## src/rtl/fifo_stream_reader.sv

```systemverilog
// Drains a FIFO with one-cycle read latency into a valid/ready stream.
// A 2-entry buffer keeps full throughput; tlast marks every PKT_LEN-th beat.
module fifo_stream_reader #(
  parameter int unsigned DATA_WIDTH = 32,
  parameter int unsigned PKT_LEN    = 16
) (
  input  logic                  clk_i,
  input  logic                  arstn_i,
  input  logic                  empty_i,
  input  logic [DATA_WIDTH-1:0] rd_data_i,
  output logic                  pop_o,
  output logic [DATA_WIDTH-1:0] m_tdata_o,
  output logic                  m_tvalid_o,
  input  logic                  m_tready_i,
  output logic                  m_tlast_o
);

  localparam int unsigned BEAT_W = $clog2(PKT_LEN + 1);
  localparam logic [BEAT_W-1:0] LAST_BEAT = BEAT_W'(PKT_LEN - 1);

  logic [DATA_WIDTH-1:0] mem_q [2];
  logic [DATA_WIDTH-1:0] mem_d [2];
  logic                  head_q, head_d;
  logic                  tail_q, tail_d;
  logic [1:0]            cnt_q, cnt_d;
  logic [1:0]            occ_c;
  logic                  inflight_q;
  logic [BEAT_W-1:0]     beat_q, beat_d;
  logic                  xfer_c;
  logic                  tvalid_d, tlast_d;
  logic [DATA_WIDTH-1:0] tdata_d;

  // Pop issue and next-state for buffer, beat counter and registered stream outputs.
  // pop_o is combinational from m_tready_i so a full buffer can refill on the draining cycle.
  always_comb begin
    mem_d[0] = mem_q[0];
    mem_d[1] = mem_q[1];
    head_d   = head_q;
    tail_d   = tail_q;
    beat_d   = beat_q;

    xfer_c = m_tvalid_o & m_tready_i;
    occ_c  = cnt_q + 2'(inflight_q);
    pop_o  = arstn_i & ~empty_i &
             ((occ_c < 2'd2) | ((occ_c == 2'd2) & xfer_c));

    if (inflight_q) begin
      mem_d[tail_q] = rd_data_i;
      tail_d        = ~tail_q;
    end

    if (xfer_c) begin
      head_d = ~head_q;
      beat_d = (beat_q == LAST_BEAT) ? '0 : beat_q + BEAT_W'(1);
    end

    cnt_d    = cnt_q + 2'(inflight_q) - 2'(xfer_c);
    tvalid_d = (cnt_d != 2'd0);
    tdata_d  = mem_d[head_d];
    tlast_d  = tvalid_d & (beat_d == LAST_BEAT);
  end

  always_ff @(posedge clk_i or negedge arstn_i) begin
    if (!arstn_i) begin
      mem_q[0]   <= '0;
      mem_q[1]   <= '0;
      head_q     <= 1'b0;
      tail_q     <= 1'b0;
      cnt_q      <= 2'd0;
      inflight_q <= 1'b0;
      beat_q     <= '0;
      m_tvalid_o <= 1'b0;
      m_tlast_o  <= 1'b0;
      m_tdata_o  <= '0;
    end else begin
      mem_q[0]   <= mem_d[0];
      mem_q[1]   <= mem_d[1];
      head_q     <= head_d;
      tail_q     <= tail_d;
      cnt_q      <= cnt_d;
      inflight_q <= pop_o;
      beat_q     <= beat_d;
      m_tvalid_o <= tvalid_d;
      m_tlast_o  <= tlast_d;
      m_tdata_o  <= tdata_d;
    end
  end

endmodule

```

## config.mk

```make
export PLATFORM = sky130hd
export DESIGN_NAME = fifo_stream_reader
export DESIGN_NICKNAME = d
export VERILOG_FILES = /design/src/rtl/fifo_stream_reader.sv
export SDC_FILE = /design/constraint.sdc
export NUM_CORES = 1
export LEC_CHECK = 0
export ABC_AREA = 1
export CORE_ASPECT_RATIO = 0.6
export CORE_MARGIN = 4
export CORE_UTILIZATION = 25
export DETAILED_ROUTE_END_ITERATION = 10
export DONT_BUFFER_PORTS = 1
export PLACE_DENSITY_LB_ADDON = 0.25
export SLEW_MARGIN = 25
export SYNTH_ARGS = -nofsm -noshare
export SYNTH_HDL_FRONTEND = slang
export SYNTH_SLANG_ARGS = --single-unit
```

## constraint.sdc

```tcl
create_clock -name clk_i -period 2.8 [get_ports clk_i]
set_input_delay 0.56 -clock clk_i [delete_from_list [all_inputs] [get_ports clk_i]]
set_output_delay 0.56 -clock clk_i [all_outputs]
set_load 0.1 [all_outputs]
```

== Yosys cells after proc, flatten, opt, wreduce, memory -nomap -nowiden ==
Index checks and enable logic that the tools add are counted.
Operators by class
  mux-type cells: 10
  $add $sub $neg: 3
  equal/unequal tests: 3
  reductions and logical operators: 2
  bitwise gates (word level): 11
  order comparisons: 4
Operators with widths (number)
  2-to-1 mux 32 bit: 4
  bitwise mux 64 bit: 1
  2-to-1 mux 64 bit: 1
  demux 32 bit (select 1 bit): 1
  equality test 5 x 4 -> 1 bit (second input constant): 2
  2-to-1 mux 5 bit: 2
  adder 5 x 1 -> 5 bit (second input constant): 1
  AND 1 bit: 5
  greater-or-equal comparator 2 bit (second input constant): 2
  NOT 1 -> 2 bit: 2
  NOT 1 bit: 3
  adder 2 x 1 -> 2 bit: 1
  equality test 2 bit (second input constant): 1
  < comparator 2 x 1 -> 1 bit (second input constant): 1
  < comparator 2 bit (second input constant): 1
  nonzero test 2 bit: 1
  subtractor 2 x 1 -> 2 bit: 1
  logical AND 1 bit: 1
  2-to-1 mux 1 bit: 1
  bitwise OR 1 bit: 1
Word-level totals
  output and inout bits: 35
  input port bits: 36
  flip-flop bits (word level): 108

== Logic depth before layout (Yosys ltp) ==
Gate-level depths: netlist of the first run.
  word-level depth: 10
  mapped depth: 8
  gate-level depth less buffers: 8

== Worst setup path before layout of the first run ==
Ideal clock, no wire load.
  kind: register to output
  start point: register m_tvalid_o
  end point: output port pop_o
  stages on the path, launching flop included: 5
  buffers on the path: 0
  setup slack: -0.413 ns
  data arrival time: 2.653 ns
  cell sequence: dfrtp_1 nand2_2 nor2_1 o21ai_0 nor2_1
On the way
  longest elaborated chain between the ends: 4
RTL lines
  start: declaration: line 13  | output logic m_tvalid_o,
  start signal: assignment: line 83  | m_tvalid_o <= tvalid_d;
  AND 1 bit: line 42  | xfer_c = m_tvalid_o & m_tready_i;
  AND 1 bit: line 45  | ((occ_c < 2'd2) | ((occ_c == 2'd2) & xfer_c));
  bitwise OR 1 bit: line 45
  AND 1 bit: line 44  | pop_o = arstn_i & ~empty_i &
  end: declaration: line 11  | output logic pop_o,
No other way between the ends.

== Worst setup path after layout of the first run ==
  start point: register inflight_q
  end point: output port pop_o
On the way
  longest elaborated chain between the ends: 5
  elaborated cells on any way between the ends: 6
RTL lines
  start: declaration: line 27  | logic inflight_q;
  start signal: assignment: line 81  | inflight_q <= pop_o;
  adder 2 x 1 -> 2 bit *: line 43  | occ_c = cnt_q + 2'(inflight_q);
  equality test 2 bit: line 45
  AND 1 bit: line 45
  bitwise OR 1 bit *: line 45
  AND 1 bit *: line 44
Mark *: on every way between the ends. The rest lies on a longest branch, timed or not.

==> results_tabular.tex, run 1 <==
\begin{tabular}{lr}
\hline
Metric & Value \\
\hline
\multicolumn{2}{l}{\textbf{Status}} \\
Status & complete, but fails checks \\
Violated checks & hold timing \\
\multicolumn{2}{l}{\textbf{GRT}} \\
GRT Total Usage & 9.675\% \\
Number of global-route vias before repair & 2,756 \\
First-pass GRT wire length & between 10 and 15 mm \\
Global route total overflow & 0 \\
Pin count of the biggest net entering global routing & 110 \\
Initial antenna violation count & 0 \\
\multicolumn{2}{l}{\textbf{Finish}} \\
Fraction of layout instances using a drive strength above 1 & 9.865\% \\
Nets@finish & 481 \\
Ant. Diodes & 0 \\
Most frequent cells in the layout & nand2\_1, dfrtp\_1, inv\_1 \\
Final core occ & 29.49\% \\
Most common cell after layout, fill and taps aside & nand2\_1 \\
Area growth from synthesis to layout & 12.94\% \\
\multicolumn{2}{l}{\textbf{STA}} \\
Setup-failing EPs final & 0 \\
Worst-Margin Slew & approximately 0.9 ns \\
Final count of hold timing violations & 108 \\
Period utilization & 79.29\% \\
Worst slew margin relative to its limit & 38.39\% \\
Crit path time final & 2.220 ns \\
Max Slew Vio Count & 0 \\
Setup repair after global routing missed its margin & false \\
Clock skew after layout & 0.007436 ns \\
Fmax achieved & around 0.45 GHz \\
Final hold slack & -0.09871 ns \\
Accumulated negative setup slack & 0 ns \\
\multicolumn{2}{l}{\textbf{Place}} \\
RePlAce Congestion & 0.6983 \\
Detailed placer's ending HPWL & 5.502 mm \\
Number of port buffers & 0 \\
\multicolumn{2}{l}{\textbf{Setup path}} \\
R2R setup slack & 0.97 ns \\
CP required & 2.24 ns \\
Crit path DAT & 1.66 ns \\
Startpoint types & flip-flop \\
Critical path class & flip-flop to output pin \\
Crit path capture type & output pin \\
Worst-path fanout max & 3 \\
\multicolumn{2}{l}{\textbf{Route}} \\
Wire length per cell after detailed routing & 13.17 um \\
Number of antenna-violating nets in the routed design & 0 \\
Sum of routed wire length over all layers & 8.874 mm \\
Via density per instance & roughly 4.1 \\
Initial DRC count & approximately 140 \\
Initial DRT Pass Iterations & 4 \\
Overall via count from detail\_route & 2,753 \\
Post-route DRC & 0 \\
\multicolumn{2}{l}{\textbf{Floorplanning}} \\
Die width & roughly 180 um \\
Placeable Area & 0.01662 mm\^{}2 \\
Die Y & 110.1 um \\
Number of placement rows & 36 \\
IO Pins & 71 \\
Initial core utilization & 26.11\% \\
Area of the die & between 0.015 and 0.02 mm\^{}2 \\
\multicolumn{2}{l}{\textbf{Logic synthesis}} \\
Area share of the largest cell type after synthesis & 62.27\% \\
Unique masters post-synth & 21 \\
Biggest area consumer among synthesized cells & dfrtp\_1 \\
Synthesized net count & 485 \\
Sequential-to-total area share from yosys stat & 62.27\% \\
Flops \& latches, synth & 108 \\
Total of warnings raised by yosys & 0 \\
Post-synth design cell area & 0.004340 mm\^{}2 \\
Avg Cell Area, Syn & 9.732 um\^{}2 \\
Area contributors post-synth & dfrtp\_1, nand2\_1, inv\_1 \\
Instance count of the mapped netlist & 446 \\
\multicolumn{2}{l}{\textbf{Clock tree}} \\
Clock tree from TritonCTS & built \\
Count of buffers added by post-CTS timing repair for setup & 0 \\
Clk pin slew, worst setup/hold paths & about 0.080 ns \\
CTS buffer count & 9 \\
Number of clock sinks & approximately 110 \\
Largest buffer count on any clock path & 2 \\
Clk root buf & clkbuf\_16 \\
Source-to-sink clock delay at the later pin of the worst-skew pair & 0.35 ns \\
H-tree Lvls & 3 \\
Number of cells upsized or downsized after cts & 0 \\
\multicolumn{2}{l}{\textbf{Run}} \\
Count of max-cap constraint violations & 0 \\
\multicolumn{2}{l}{\textbf{Hold path}} \\
Type of the tightest min-delay check & input port to asynchronous set/reset pin \\
\hline
\end{tabular}
critical path, cell delays in order, from the launching register on:
cell     delay (ns)
dfrtp_1        0.41
ha_1           0.30
nor2_1         0.10
o21ai_0        0.12
nor2_2         0.09
buf_4          0.29
path summary, 6_finish.rpt:
kind,start,to,cells past startpoint
max in group asynchronous,arstn_i,m_tdata_o[21],0
min,arstn_i,mem_q[41],0
max reg2reg,inflight_q,m_tdata_o[30],6
min in group clk_i,rd_data_i[10],mem_q[42],2
min reg2reg,mem_q[45],mem_q[45],2
max,inflight_q,pop_o,5
logic make-up after synthesis:
logic type / count (synthesis) / synth area share (%)
adders and majority gates: 3 / 0.8649
buffers and inverters: 98 / 9.368
AOI/OAI and AO/OA: 97 / 14.76
xor gates and xnor gates: 1 / 0.2018
DFF: 108 / 62.27
and+or+nand+nor: 139 / 12.54
metrics by stage:
step                instance area (um^2)  std cells  worst slack (ns)
floorplan                           4343        446           0.04073
global placement                    4611        659            0.9274
detailed placement                  4611        659            0.9328
CTS                                 4902        674            0.5528
global route                        4902        674            0.4453
finish                              4902        674            0.5800
flip-flops by register name, indices dropped and copies added, names as in the netlist, 2 cells and up:
| register | cells |
|---|---|
| cnt_q | 2 |
| beat_q | 5 |
| mem_q | 64 |
| m_tdata_o | 32 |
layout make-up:
cell class,instances,area (um^2)
timing repair buffer,5,75.07
multi-input combinational,240,1255
clock inverter,5,62.56
fill,1750,11720
clock buffer,10,229.0
sequential,108,2703
inverter,78,292.8
tap,228,285.3
cell usage after synthesis (all sizes together):
cell,n
buf,14
clkbuf,6
dfrtp,108
ha,3
inv,78
nand2,119
nand3,6
nand3b,1
nand4,2
nor2,9
nor3,1
o21a,32
o21ai,65
or2,1
xor2,1
per-layer routing:
layer	wire length, um	part of all wire, %	vias up	track usage [%]
met4	119	1.3	0	3.144
met1	4454	50	1314	13.44
li1	-	-	1364	-
met3	719	8.1	12	4.669
met2	3580	40	63	13.11
met5	0	0	-	0
Power of run 1 is left out: the tool's default activity adds up to more than one toggle a clock period on the data nets, which glitch-free logic cannot reach.
==> run 2, diff against run 1 <==
==> constraint.sdc (replaced) <==
create_clock -name clk_i -period 2.1 [get_ports clk_i]
set_input_delay 0.42 -clock clk_i [delete_from_list [all_inputs] [get_ports clk_i]]
set_output_delay 0.42 -clock clk_i [all_outputs]
set_load 0.1 [all_outputs]
==> results_tabular.tex, run 2 (synthesis gave the netlist of run 1 again) <==
\begin{tabular}{lr}
\hline
Metric & Value \\
\hline
\multicolumn{2}{l}{\textbf{STA}} \\
Setup-failing EPs final & 1 (+1) \\
Accumulated negative setup slack & -0.01391 ns (-0.01391 ns) \\
Slack of the critical path & -0.01391 ns (-0.5939 ns) \\
Final count of hold timing violations & 108 (unchanged) \\
Worst-Margin Slew & 0.6379 ns (-0.2869 ns) \\
Clock skew after layout & 0.009013 ns (+0.001577 ns) \\
Setup repair after global routing missed its margin & true \\
Worst slew margin relative to its limit & 57.37\% (+19 points) \\
Fmax achieved & 0.4731 GHz \\
Final hold slack & -0.2314 ns (-0.1327 ns) \\
Crit path time final & 2.114 ns \\
Period utilization & 100.7\% \\
Max Slew Vio Count & 0 (unchanged) \\
\multicolumn{2}{l}{\textbf{Setup path}} \\
Worst-path fanout max & 2 (-1) \\
Crit path capture type & output pin \\
CP required & 1.68 ns (-0.56 ns) \\
Launch point of the critical path & cnt\_q[0] \\
Startpoint types & flip-flop \\
Crit path DAT & 1.69 ns (+0.03 ns) \\
Critical path class & flip-flop to output pin \\
Reg2reg start & inflight\_q \\
R2R setup slack & 0.07 ns (-0.90 ns) \\
\multicolumn{2}{l}{\textbf{Clock tree}} \\
H-tree Lvls & 3 (unchanged) \\
Source-to-sink clock delay at the later pin of the worst-skew pair & 0.34 ns (about the same) \\
Clk root buf & clkbuf\_16 \\
Number of clock sinks & 108 (unchanged) \\
Largest buffer count on any clock path & 2 (unchanged) \\
Clk pin slew, worst setup/hold paths & 0.07 ns (about the same) \\
Clock tree from TritonCTS & built \\
CTS buffer count & 9 (unchanged) \\
\multicolumn{2}{l}{\textbf{Route}} \\
Initial DRC count & 133 (-2.2\%) \\
Initial DRT Pass Iterations & 4 (unchanged) \\
Post-route DRC & 0 (unchanged) \\
Wire length per cell after detailed routing & 12.47 um (-5.3\%) \\
Number of antenna-violating nets in the routed design & 0 (unchanged) \\
Via density per instance & 4.052 (-0.81\%) \\
Sum of routed wire length over all layers & 8.952 mm (+0.88\%) \\
Overall via count from detail\_route & 2,909 (+5.7\%) \\
\multicolumn{2}{l}{\textbf{Place}} \\
RePlAce Congestion & 0.6986 (about the same) \\
Number of port buffers & 0 (unchanged) \\
Detailed placer's ending HPWL & 5.571 mm (+1.3\%) \\
\multicolumn{2}{l}{\textbf{Finish}} \\
FILL cells & 1,690 (-3.4\%) \\
Ant. Diodes & 0 (unchanged) \\
Most frequent cells in the layout & nand2\_1, dfrtp\_1, inv\_1 \\
Final core occ & 31.69\% (+2.2 points) \\
Reg with most FFs & mem\_q \\
Area occupied by multi-input gates & 0.001314 mm\^{}2 (+4.7\%) \\
Registers with the most flip-flops & mem\_q x64, m\_tdata\_o x32, beat\_q x5 \\
Sequential cell area in the final layout & 0.002704 mm\^{}2 (about the same) \\
Area growth from synthesis to layout & 21.36\% \\
Fraction of layout instances using a drive strength above 1 & 20.20\% (+10 points) \\
Nets@finish & 524 (+8.9\%) \\
Most common cell after layout, fill and taps aside & nand2\_1 \\
Max reg flops & 64 (unchanged) \\
\multicolumn{2}{l}{\textbf{Floorplanning}} \\
Number of placement rows & 36 (unchanged) \\
Die Y & 110.1 um (unchanged) \\
Area of the die & 0.01960 mm\^{}2 (unchanged) \\
Placeable Area & 0.01662 mm\^{}2 (unchanged) \\
Die width & 178.1 um (unchanged) \\
IO Pins & 71 (unchanged) \\
Initial core utilization & 26.11\% (unchanged) \\
\multicolumn{2}{l}{\textbf{Hold path}} \\
Type of the tightest min-delay check & input port to asynchronous set/reset pin \\
\multicolumn{2}{l}{\textbf{GRT}} \\
GRT Total Usage & 9.670\% (about the same) \\
Global route total overflow & 0 (unchanged) \\
First-pass GRT wire length & 14.72 mm (+1.6\%) \\
Pin count of the biggest net entering global routing & 110 (unchanged) \\
Number of global-route vias before repair & 2,892 (+4.9\%) \\
Initial antenna violation count & 0 (unchanged) \\
\multicolumn{2}{l}{\textbf{Status}} \\
Violated checks & hold timing, setup timing \\
Status & complete, but fails checks \\
\multicolumn{2}{l}{\textbf{Run}} \\
Count of max-cap constraint violations & 0 (unchanged) \\
\hline
\end{tabular}
-- run 2: cell types whose count changed in the layout (fill, tap and decap cells not counted), moves of 2 or more --
cell      before  now
buf_4          2   46
nand2_1      117  113
nand2_2        2    5
clkinv_4       1    3
nor2_4         0    2
-- run 2: critical path, stage by stage (launching register included) --
cell,delay (ns)
dfrtp_1,0.40
ha_4,0.26
nor2_4,0.11
o21ai_4,0.08
nor2_4,0.50
-- run 2: worst paths after layout --
check,cells past startpoint,to
worst max-delay path,4,pop_o
worst min-delay path,0,beat_q[2]
worst max register to register,15,m_tlast_o
worst min register to register,2,mem_q[44]
max in group asynchronous,0,beat_q[3]
min in group clk_i,2,mem_q[42]
-- run 2: timing repair --
action	in CTS	in global routing
pin swaps	5	5
buffers inserted	9	0
setup endpoints to repair	1	17
hold endpoints to repair	108	108
gates resized for setup	8	6
-- run 2: through the flow --
stage,cells,setup WS [ns],instance area [um^2]
finish,718,-0.01391,5268
global route,718,-0.08196,5268
detailed placement,693,0.1650,4860
CTS,718,-0.04184,5243
global placement,693,0.2037,4860
floorplan,446,0.06738,4349
-- run 2: area by class of cell --
class	instances	share of cell area, %
well taps	228	5.416
clock inverters	6	0.9026
inverters	78	5.558
flip-flops and latches	108	51.33
repair buffers	48	7.316
clock buffers	10	4.537
multi-input cells	240	24.94
-- run 2: per-layer routing --
layer	share of wire, %	global-route usage, %	wire length, um
met1	52	13.69	4642
met2	41	13.98	3702
met3	5.7	3.579	514
met4	1.1	2.482	94
met5	0	0	0
Power of run 2 is left out for the same reason.
==> run 3, diff against run 2 <==
--- a/config.mk
+++ b/config.mk
@@ -8,7 +8,7 @@
 export ABC_AREA = 1
 export CORE_ASPECT_RATIO = 0.6
 export CORE_MARGIN = 4
-export CORE_UTILIZATION = 25
+export CORE_UTILIZATION = 50
 export DETAILED_ROUTE_END_ITERATION = 10
 export DONT_BUFFER_PORTS = 1
 export PLACE_DENSITY_LB_ADDON = 0.25
==> results_tabular.tex, run 3 (synthesis gave the netlist of run 1 again) <==
\begin{tabular}{lr}
\hline
Metric & Value \\
\hline
\multicolumn{2}{l}{\textbf{Route}} \\
Initial DRT Pass Iterations & 4 (unchanged) \\
Overall via count from detail\_route & 2,843 (-2.3\%) \\
Sum of routed wire length over all layers & 7.790 mm (-13\%) \\
Post-route DRC & 0 (unchanged) \\
Wire length per cell after detailed routing & 13.07 um (+4.8\%) \\
Number of antenna-violating nets in the routed design & 0 (unchanged) \\
Via density per instance & 4.770 (+18\%) \\
Initial DRC count & 207 (+56\%) \\
\multicolumn{2}{l}{\textbf{Setup path}} \\
Worst-path fanout max & 2 (unchanged) \\
Delay-heaviest family, CP & simple AND/OR/NAND/NOR gates \\
Most frequent cell on the critical path & nand2\_2 \\
R2R setup slack & 0.46 ns (+0.39 ns) \\
Critical path class & flip-flop to output pin \\
Delay of the slowest cell on the worst path & 0.50 ns (about the same) \\
CP Cell Sequence & ha\_4 > inv\_2 > nand2\_2 > nand2\_2 > o21ai\_4 > nor2\_4 \\
WP buf/inv & 1 (+1) \\
Crit path DAT & 1.72 ns (+0.03 ns) \\
Crit path capture type & output pin \\
Reg2reg start & inflight\_q \\
Number of cells on the worst reg-to-reg path & 6 (-9) \\
End point of the critical path & pop\_o \\
Capture instance of the worst register-to-register path & m\_tdata\_o[12] \\
Critical Path Stages & 6 (+2) \\
CP required & 1.68 ns (about the same) \\
Startpoint types & flip-flop \\
Launch point of the critical path & inflight\_q \\
Highest-delay cell along the critical path & nor2\_4 \\
\multicolumn{2}{l}{\textbf{Clock tree}} \\
H-tree Lvls & 3 (unchanged) \\
Clock tree from TritonCTS & built \\
Largest buffer count on any clock path & 2 (unchanged) \\
Clk root buf & clkbuf\_16 \\
Clk pin slew, worst setup/hold paths & 0.07 ns (about the same) \\
Source-to-sink clock delay at the later pin of the worst-skew pair & 0.34 ns (about the same) \\
CTS buffer count & 9 (unchanged) \\
Number of clock sinks & 108 (unchanged) \\
\multicolumn{2}{l}{\textbf{Finish}} \\
Area growth from synthesis to layout & 16.55\% \\
Most common cell after layout, fill and taps aside & nand2\_1 \\
Sequential cell area in the final layout & 0.002704 mm\^{}2 (unchanged) \\
Most frequent cells in the layout & nand2\_1, dfrtp\_1, inv\_1 \\
Nets@finish & 518 (-1.1\%) \\
Reg with most FFs & mem\_q \\
Max reg flops & 64 (unchanged) \\
Ant. Diodes & 0 (unchanged) \\
Count of placed standard cells in the final layout, fillers left out & 596 (-17\%) \\
Registers with the most flip-flops & mem\_q x64, m\_tdata\_o x32, beat\_q x5 \\
FILL cells & 729 (-57\%) \\
Fraction of layout instances using a drive strength above 1 & 17.98\% (-2.2 points) \\
Area occupied by multi-input gates & 0.001296 mm\^{}2 (-1.3\%) \\
\multicolumn{2}{l}{\textbf{Floorplanning}} \\
Number of placement rows & 26 (-28\%) \\
IO Pins & 71 (unchanged) \\
Initial core utilization & 51.12\% (+25 points) \\
Placeable Area & 0.008491 mm\^{}2 (-49\%) \\
Die width & 128.3 um (-28\%) \\
Area of the die & 0.01028 mm\^{}2 (-48\%) \\
Die Y & 80.17 um (-27\%) \\
\multicolumn{2}{l}{\textbf{STA}} \\
Setup repair after global routing missed its margin & true \\
Final hold slack & -0.2263 ns (+0.005065 ns) \\
Fmax achieved & 0.4681 GHz (-1.1\%) \\
Setup-failing EPs final & 1 (unchanged) \\
Final count of hold timing violations & 108 (unchanged) \\
Max Slew Vio Count & 0 (unchanged) \\
Clock skew after layout & 0.004697 ns (-0.004316 ns) \\
Crit path time final & 2.136 ns (+0.02254 ns) \\
Slack of the critical path & -0.03645 ns (-0.02254 ns) \\
Worst-Margin Slew & 0.6410 ns (+0.003102 ns) \\
Worst slew margin relative to its limit & 57.16\% (-0.21 points) \\
Period utilization & 101.7\% (+1.1 points) \\
\multicolumn{2}{l}{\textbf{Place}} \\
Number of port buffers & 0 (unchanged) \\
Detailed placer's ending HPWL & 5.026 mm (-9.8\%) \\
Placed cell count & 577 (-17\%) \\
Setup Slack @ Placement & 0.1746 ns (+0.009590 ns) \\
RePlAce Congestion & 0.8327 (+19\%) \\
\multicolumn{2}{l}{\textbf{Run}} \\
Count of max-cap constraint violations & 0 (unchanged) \\
\multicolumn{2}{l}{\textbf{GRT}} \\
GR met3 Demand/Resource & 7.708\% (+4.1 points) \\
Initial antenna violation count & 0 (unchanged) \\
Met1 usage in global routing & 22.29\% (+8.6 points) \\
Number of global-route vias before repair & 2,859 (-1.1\%) \\
Pin count of the biggest net entering global routing & 110 (unchanged) \\
GRT Total Usage & 16.80\% (+7.1 points) \\
First-pass GRT wire length & 13.49 mm (-8.4\%) \\
Global route total overflow & 0 (unchanged) \\
GR met2 Demand/Resource & 25.13\% (+11 points) \\
Routing layer with the top usage in global route & met2 \\
\multicolumn{2}{l}{\textbf{Status}} \\
Status & complete, but fails checks \\
Violated checks & hold timing, setup timing \\
\multicolumn{2}{l}{\textbf{Hold path}} \\
Type of the tightest min-delay check & input port to asynchronous set/reset pin \\
\hline
\end{tabular}
==> run 3: cell types whose count changed in the layout (fill, tap and decap cells not counted), moves of 2 or more <==
cell | previous run | this run
buf_4 | 46 | 40
nand2_1 | 113 | 115
clkbuf_1 | 0 | 3
clkinv_4 | 3 | 0
==> run 3: timing repair <==
action,CTS,global route
setup buffers,2,1
resized for setup,8,1
endpoints found under the setup margin,1,1
endpoints found under the hold margin,108,108
pin swaps,4,3
cloned,0,0
==> run 3: worst register-to-register path: cells and delay by family, from the launching register on <==
kind	cells	cell delay (ns)
AOI/OAI and AO/OA	2	0.30
buffers and inverters	2	0.44
DFF	1	0.42
and+or+nand+nor	2	0.39
==> run 3: cell type report <==
| class | count | area share, % |
|---|---|---|
| flip-flops and latches | 108 | 53.45 |
| clock buffers | 12 | 4.675 |
| repair buffers | 42 | 6.728 |
| well taps | 112 | 2.770 |
| inverters | 78 | 5.788 |
| clock inverters | 4 | 0.9646 |
| multi-input cells | 240 | 25.62 |
==> run 3: how the worst min path moves through the flow <==
stage	endpoint	from	cells past startpoint	slack [ns]
floorplan	beat_q[0]	arstn_i	0	0.12
global placement	beat_q[4]	arstn_i	0	0.13
detailed placement	beat_q[4]	arstn_i	0	0.13
CTS	beat_q[4]	arstn_i	0	-0.24
global route	beat_q[4]	arstn_i	0	-0.26
finish	beat_q[2]	arstn_i	0	-0.23
==> run 3: per-stage QoR <==
| step | setup TNS, ns | util [%] | area (um^2) | hold WS, ns |
|---|---|---|---|---|
| floorplan | 0 | - | 4349 | 0.1244 |
| global placement | 0 | 55.53 | 4715 | 0.1270 |
| detailed placement | 0 | 55.53 | 4715 | 0.1280 |
| CTS | -0.04210 | 59.40 | 5044 | -0.2445 |
| global route | -0.1068 | 59.58 | 5059 | -0.2559 |
| finish | -0.03645 | 59.58 | 5059 | -0.2263 |
==> run 3: metal layers <==
metal / routed length, um / part of all wire [%]
met1: 3701 / 48
met2: 3528 / 45
met3: 508 / 6.5
met4: 52 / 0.67
met5: 0 / 0
Power of run 3 is left out for the same reason.
